--- src/rtl/lap_recall.sv ---
// Lap capture and recall between the BCD time counters and the display:
// conditions the lap/recall buttons, stores DEPTH lap snapshots and picks the display source.

module lap_recall_debounce #(
  parameter int CYCLES = 50000
) (
  input  logic clk5,
  input  logic reset,
  input  logic raw,
  output logic pulse
);

  localparam int CW = (CYCLES > 1) ? $clog2(CYCLES) : 1;
  localparam logic [CW-1:0] CNT_MAX = CW'(CYCLES - 1);

  logic          sync1;
  logic          sync2;
  logic          level;
  logic [CW-1:0] cnt;

  // NOTE: every clocked block uses non-blocking assignments so all flops sample
  // pre-edge values; blocking here would collapse the synchronizer into one flop.
  always_ff @(posedge clk5) begin
    if (reset) begin
      sync1 <= 1'b0;
      sync2 <= 1'b0;
      level <= 1'b0;
      cnt   <= '0;
      pulse <= 1'b0;
    end else begin
      sync1 <= raw;
      sync2 <= sync1;
      pulse <= 1'b0;
      if (sync2 != level) begin
        if (cnt == CNT_MAX) begin
          level <= sync2;
          cnt   <= '0;
          // Only the accepted press edge pulses; an accepted release stays silent.
          pulse <= sync2;
        end else begin
          cnt <= cnt + 1'b1;
        end
      end else begin
        cnt <= '0;
      end
    end
  end

endmodule

module lap_recall #(
  parameter int DEBOUNCE_CYCLES = 50000,
  parameter int HOLD_CYCLES     = 15000000,
  parameter int DEPTH           = 4
) (
  input  logic                     clk5,
  input  logic                     reset,
  input  logic                     lapPB,
  input  logic                     recallPB,
  input  logic                     run,
  input  logic [15:0]              timevalue,
  output logic [15:0]              dispValue,
  output logic [$clog2(DEPTH):0]   lapCount,
  output logic                     holding,
  output logic                     recalling
);

  localparam int PW = $clog2(DEPTH);
  localparam int LW = PW + 1;
  localparam int TW = (HOLD_CYCLES > 1) ? $clog2(HOLD_CYCLES) : 1;
  localparam logic [TW-1:0] HOLD_MAX  = TW'(HOLD_CYCLES - 1);
  localparam logic [LW-1:0] CNT_FULL  = LW'(DEPTH);

  typedef enum logic [1:0] {
    LIVE,
    HOLD,
    RECALL
  } state_t;

  state_t          state_q, state_d;
  logic [PW-1:0]   wr_ptr_q, wr_ptr_d;
  logic [PW-1:0]   rd_idx_q, rd_idx_d;
  logic [LW-1:0]   shown_q, shown_d;
  logic [LW-1:0]   lap_cnt_d;
  logic [TW-1:0]   hold_q, hold_d;
  logic [15:0]     disp_d;
  logic [15:0]     laps [DEPTH];
  logic [PW-1:0]   newest;
  logic [PW-1:0]   older;
  logic            capture;
  logic            lap_p;
  logic            recall_p;

  lap_recall_debounce #(.CYCLES(DEBOUNCE_CYCLES)) u_lap_db (
    .clk5  (clk5),
    .reset (reset),
    .raw   (lapPB),
    .pulse (lap_p)
  );

  lap_recall_debounce #(.CYCLES(DEBOUNCE_CYCLES)) u_recall_db (
    .clk5  (clk5),
    .reset (reset),
    .raw   (recallPB),
    .pulse (recall_p)
  );

  assign newest = wr_ptr_q - 1'b1;
  assign older  = rd_idx_q - 1'b1;

  // NOTE: every signal gets a default before the case so no path leaves one
  // unassigned, which would otherwise infer a latch.
  always_comb begin
    state_d   = state_q;
    wr_ptr_d  = wr_ptr_q;
    rd_idx_d  = rd_idx_q;
    shown_d   = shown_q;
    lap_cnt_d = lapCount;
    hold_d    = hold_q;
    disp_d    = dispValue;
    capture   = 1'b0;

    case (state_q)
      LIVE, HOLD: begin
        if (state_q == LIVE) disp_d = timevalue;
        // A capture wins over a same-cycle recall press, which is dropped.
        if (lap_p && run) begin
          capture  = 1'b1;
          state_d  = HOLD;
          hold_d   = HOLD_MAX;
          disp_d   = timevalue;
          wr_ptr_d = wr_ptr_q + 1'b1;
          if (lapCount != CNT_FULL) lap_cnt_d = lapCount + 1'b1;
        end else if (recall_p && (lapCount != '0)) begin
          state_d  = RECALL;
          rd_idx_d = newest;
          shown_d  = LW'(1);
          disp_d   = laps[newest];
        end else if (state_q == HOLD) begin
          if (hold_q == '0) begin
            state_d = LIVE;
            disp_d  = timevalue;
          end else begin
            hold_d = hold_q - 1'b1;
          end
        end
      end
      RECALL: begin
        disp_d = laps[rd_idx_q];
        if (recall_p) begin
          if (shown_q == lapCount) begin
            state_d = LIVE;
            disp_d  = timevalue;
          end else begin
            rd_idx_d = older;
            shown_d  = shown_q + 1'b1;
            disp_d   = laps[older];
          end
        end
      end
      default: state_d = LIVE;
    endcase
  end

  always_ff @(posedge clk5) begin
    if (reset) begin
      state_q   <= LIVE;
      wr_ptr_q  <= '0;
      rd_idx_q  <= '0;
      shown_q   <= '0;
      lapCount  <= '0;
      hold_q    <= '0;
      dispValue <= '0;
      holding   <= 1'b0;
      recalling <= 1'b0;
      // NOTE: the lap store is reset on purpose so a recall right after reset
      // can never expose laps from a previous session.
      for (int i = 0; i < DEPTH; i++) laps[i] <= '0;
    end else begin
      state_q   <= state_d;
      wr_ptr_q  <= wr_ptr_d;
      rd_idx_q  <= rd_idx_d;
      shown_q   <= shown_d;
      lapCount  <= lap_cnt_d;
      hold_q    <= hold_d;
      dispValue <= disp_d;
      holding   <= (state_d == HOLD);
      recalling <= (state_d == RECALL);
      if (capture) laps[wr_ptr_q] <= timevalue;
    end
  end

endmodule

--- config.mk ---
export PLATFORM = sky130hd
export DESIGN_NAME = lap_recall
export DESIGN_NICKNAME = d
export VERILOG_FILES = /design/src/rtl/lap_recall.sv
export SDC_FILE = /design/constraint.sdc
export NUM_CORES = 1
export LEC_CHECK = 0
export BUFFER_PORTS_ARGS = -buffer_cell sky130_fd_sc_hd__buf_2
export CORE_MARGIN = 1
export CORE_UTILIZATION = 55
export DETAILED_ROUTE_END_ITERATION = 12
export GPL_ROUTABILITY_DRIVEN = 0
export PLACE_DENSITY = 0.73
export SETUP_SLACK_MARGIN = 0.2
export SLEW_MARGIN = 10
export SYNTH_ARGS = -nofsm -noshare
export SYNTH_HDL_FRONTEND = slang
export SYNTH_HIERARCHICAL = 1
export SYNTH_SLANG_ARGS = --single-unit
--- constraint.sdc ---
create_clock -name clk5 -period 5.45 [get_ports clk5]
set_input_delay 1.09 -clock clk5 [delete_from_list [all_inputs] [get_ports clk5]]
set_output_delay 1.09 -clock clk5 [all_outputs]
set_load 0.005 [all_outputs]
Word level (Yosys, flattened, before mapping)
Memories as Yosys holds them, arrays and structs flattened. A register that Yosys moved wholly into a read port is not among the register bits.
Index checks and enable logic that the tools add are counted.
Word-level totals
  input bits: 21
  logic and storage cells: 108
  bits in writable memories: 64
  bits in registers: 94
  latch bits: 0
  ROM bits: 0
  memories: 1
  output and inout port bits: 21
Cells by class
  magnitude comparators: 0
  bitwise gates (word level): 4
  equality and inequality tests: 16
  multiply operators: 0
  add/sub/neg operators: 8
  shifts and indexed selects: 0
  reductions and logical operators: 19
  mux-type cells: 41
  divide/modulo/power cells: 0
Memories
  laps: words 4, bits a word 16, rd ports 3, clocked after Yosys merged registers in 1, wr ports 4, RTL line 87  | logic [15:0] laps [DEPTH];
Operator list (number)
  $mux 16: 8
  $mux 24: 4
  $add 16x1->16 const B: 2
  $eq 16x16->1 const B: 2
  $pmux 16 s2: 1
  $mux 2: 13
  $logic_not 24->1: 1
  $sub 24x1->24 const B: 1
  $reduce_or 16->1: 1
  $mux 3: 4
  $reduce_or 3->1: 4
  $ne 2x2->1 const B: 5
  $mux 1: 8
  $pmux 2 s2: 2
  $add 3x1->3 const B: 2
  $pmux 3 s2: 1
  $reduce_and 2->1: 3
  $reduce_and 5->1: 1
  $eq 2x1->1 const B: 2
  $eq 2x2->1 const B: 2
  $not 1->1: 4
  $reduce_and 4->1: 1
  $reduce_bool 2->1: 2
  $sub 2x1->2 const B: 2
  10 further kinds: 12

Depth between registers and ports, before layout
  depth after elaboration: 8
  depth in mapped cells: 9
  depth with buffers taken out: 8

By module
The synthesis kept the hierarchy.
By module, submodules not included
  lap_recall: times used 1, area each 6971.7 sq um, seq. area each 3042.9 sq um, cells each 642
  lap_recall_debounce at u_recall_db: times used 1, area each 893.4 sq um, seq. area each 400.4 sq um, cells each 97
  lap_recall_debounce at u_lap_db: times used 1, area each 857.1 sq um, seq. area each 400.4 sq um, cells each 94

Worst setup path after synthesis
Ideal clock, no wire load.
  kind: in2reg
  start: input port run
  end: memory laps[1][0] (enable)
  path buffers: 2
  slack: 2.101 ns
  stages: 6
  arrival: 2.957 ns
  cell sequence: nand2_1 nor2_1 clkbuf_1 clkbuf_1 nand2_1 o21bai_1
RTL lines
  start, declared: RTL line 60  | input logic run,
  end, declared: RTL line 87

==> reports/qor.csv <==
stage,metric,value,unit
worst_setup_path,start_kind,input port,
logic_synthesis,synthArstFlopShare,0,%
grt,grt_max_degree,42,
worst_setup_path,critPathKind,in2reg,
power_and_ir_drop,vdd_drop_max,0.000236,V
grt,grt.overflow.total,0,
clocking,postCtsHoldBufs,0,
drt,drt_pass1_iterations,5,
clocking,cts.path.max_buffers,2,
timing,hold_ws,0.438,ns
hold_path,hp-class,reg2reg,
clocking,root_buffer,clkbuf_16,
timing,timing.final.ws_setup,2.25,ns
cells_and_area,areaGrowthSynthToFinish,10.9,%
power_and_ir_drop,power.density,275,nW/um^2
logic_synthesis,ys_ff_latch,160,
floorplan,die_x,128,um
floorplan,initial_utilization,57.0,%
timing,maxSlewViolCount,0,
logic_synthesis,synth.area.top_cells,"dfxtp_1 (22%), edfxtp_1 (22%), mux4_2 (12%)",
power_and_ir_drop,total_power,2.66,mW
timing,finalSetupViolations,0,
drt,drtIter0Drc,713,
cells_and_area,diodes,0,
worst_setup_path,cp.arrival,3.49,ns
grt,antenna_found_initial,0,
timing,fin_crit_sh,58.7,%
clocking,clk_latency,0.43,ns
placed_design,dp.cells,1041,
logic_synthesis,yosysMostFrequentCell,dfxtp_1,
logic_synthesis,muxShareOfSynthArea,13.9,%
clocking,cts_tree,built,
placed_design,post-place-ws,1.59,ns
timing,maxSlewHeadroom,20.9,%
cells_and_area,post-route-util,63.2,%
logic_synthesis,synth-main-ff-cell,dfxtp_1,
drt,drc,0,
logic_synthesis,synth_area,8720,um^2
logic_synthesis,synth_top_family_by_area,simple AND/OR/NAND/NOR gates,
clocking,cts.sinks,160,
drt,routedWlPerCell,19.9,um
drt,wirelength,21300,um
floorplan,die-height,128,um
cells_and_area,nNetsFinal,876,
timing,hold_viol_final,0,
placed_design,hpwl,14400,um
logic_synthesis,synthAdderAreaFrac,0.861,%
run_status,status,completed,
worst_setup_path,cp_max_fo,20,
worst_setup_path,r2r_setup_slack,2.38,ns
cells_and_area,drive_above_1_share,18.2,%
cells_and_area,finalInstanceArea,9670,um^2
cells_and_area,fin_cells,1073,
logic_synthesis,yosys.area.top_type_share,22.0,%
grt,track_usage,27.0,%
timing,rsz0062_at_grt,no,
flow_run,maxCapViolCount,0,
clocking,post_cts_buffers,0,
drt,vias_per_cell,6.48,
logic_synthesis,yosys_warnings,6,
placed_design,buffer_ports.inserted,41,
clocking,post_cts_resized,0,
logic_synthesis,synthSimpleGateAreaFrac,22.1,%
logic_synthesis,synth_edf_count,64,
timing,fin_worst_skew,0.0101,ns
logic_synthesis,synthDistinctLibCells,67,
worst_setup_path,cp_data_required_time,5.74,ns
timing,max_freq,312,MHz
floorplan,num_io_pins,42,
logic_synthesis,seq_area_frac_synth,44.1,%
logic_synthesis,synth-xor-area-share,4.52,%
grt,grt_pass1_wl,33800,um
floorplan,dieArea,16400,um^2
floorplan,rows,45,
power_and_ir_drop,p_leak,3.28,nW
clocking,clk_pin_slew,0.06,ns
clocking,htreeDepth,4,
logic_synthesis,yosys-top-cells-count,"dfxtp_1 (96), nor2_1 (82), and2_1 (70)",
timing,setup_tns,0,ns
logic_synthesis,syn_area_per_cell,10.5,um^2
logic_synthesis,synth_compound_area_share,11.2,%
logic_synthesis,yosysTopAreaCell,dfxtp_1,
timing,period_needed,3.20,ns
floorplan,coreArea,15300,um^2
logic_synthesis,synth_fp_nets,860,
drt,ant_nets,0,
grt,grt_pass1_vias,6611,
timing,worst_pin_slew,1.19,ns
clocking,cts_buffers,17,
drt,vias,6954,
logic_synthesis,synthCells,833,
placed_design,place_area,9040,um^2
worst_setup_path,cp-end-kind,flop,
## layer usage
metal | share of wire [%] | up-vias | track usage [%]
li1 | - | 3160 | -
met1 | 41 | 3381 | 35.2
met2 | 48 | 357 | 43.9
met3 | 9.1 | 56 | 6.76
met4 | 2.2 | 0 | 9.76
met5 | 0 | - | 0
## worst max-delay path, cell delays in order
cell and delay [ns]:
buf_2 0.11, and2_1 0.46, nand2b_1 0.63, nor2_1 0.95, and2_1 0.24
## area by class of cell
| class | instances | area, um^2 |
|---|---|---|
| Sequential cell | 160 | 3840 |
| Multi-Input combinational cell | 603 | 4600 |
| Fill cell | 1189 | 5640 |
| Tap cell | 211 | 264 |
| Timing Repair Buffer | 51 | 280 |
| Clock buffer | 19 | 464 |
| Clock inverter | 13 | 159 |
| Inverter | 16 | 60.1 |
## kinds of logic after synthesis
group | count (synthesis)
AO/OA/AOI/OAI | 145
XOR/XNOR | 45
adder cells (fa/ha/maj) | 6
buffers and inverters | 70
flip-flops | 160
multiplexers | 61
AND/OR/NAND/NOR | 346
## sequential cells by signal (all words and copies together), names as in the netlist, 3 cells and up, named ones only
name             count
dispValue           16
laps                64
u_lap_db/cnt        16
lapCount             3
shown_q              3
u_recall_db/cnt     16
hold_q              24
## power breakdown
part | switching, mW | internal (mW)
logic | 0.0563 | 0.0471
clock network | 0.516 | 0.731
registers | 0.0284 | 1.28
## worst paths after layout
check | cells after the start | to | startpoint
setup reg to reg | 6 | flop | state_q[1]$_SDFF_PP0_
setup / recovery | 5 | laps[3][7]$_DFFE_PP_ | run
hold reg to reg | 1 | u_lap_db/sync2$_SDFF_PP0_ | u_lap_db/sync1$_SDFF_PP0_
hold / removal | 1 | u_lap_db/sync2$_SDFF_PP0_ | u_lap_db/sync1$_SDFF_PP0_
## cell usage in the layout (no fill, tap or decap), types with 8 or more instances in the layout
cell       count
a21oi_1       42
a31oi_1       10
and2_1        70
and3_1         8
buf_2         41
buf_4         10
clkbuf_16     18
dfxtp_1       96
edfxtp_1      64
inv_1         16
mux2i_1       13
mux4_2        48
nand2_1       35
nand2b_1       9
nand3_1       29
nand4_1       12
nor2_1        82
nor3_1        36
nor4_1         9
o21ai_0       28
o31ai_1       11
or3_1         11
or4_1          8
xnor2_1       27
xor2_1        18
Note: power is estimated with default switching activity, not from simulation.
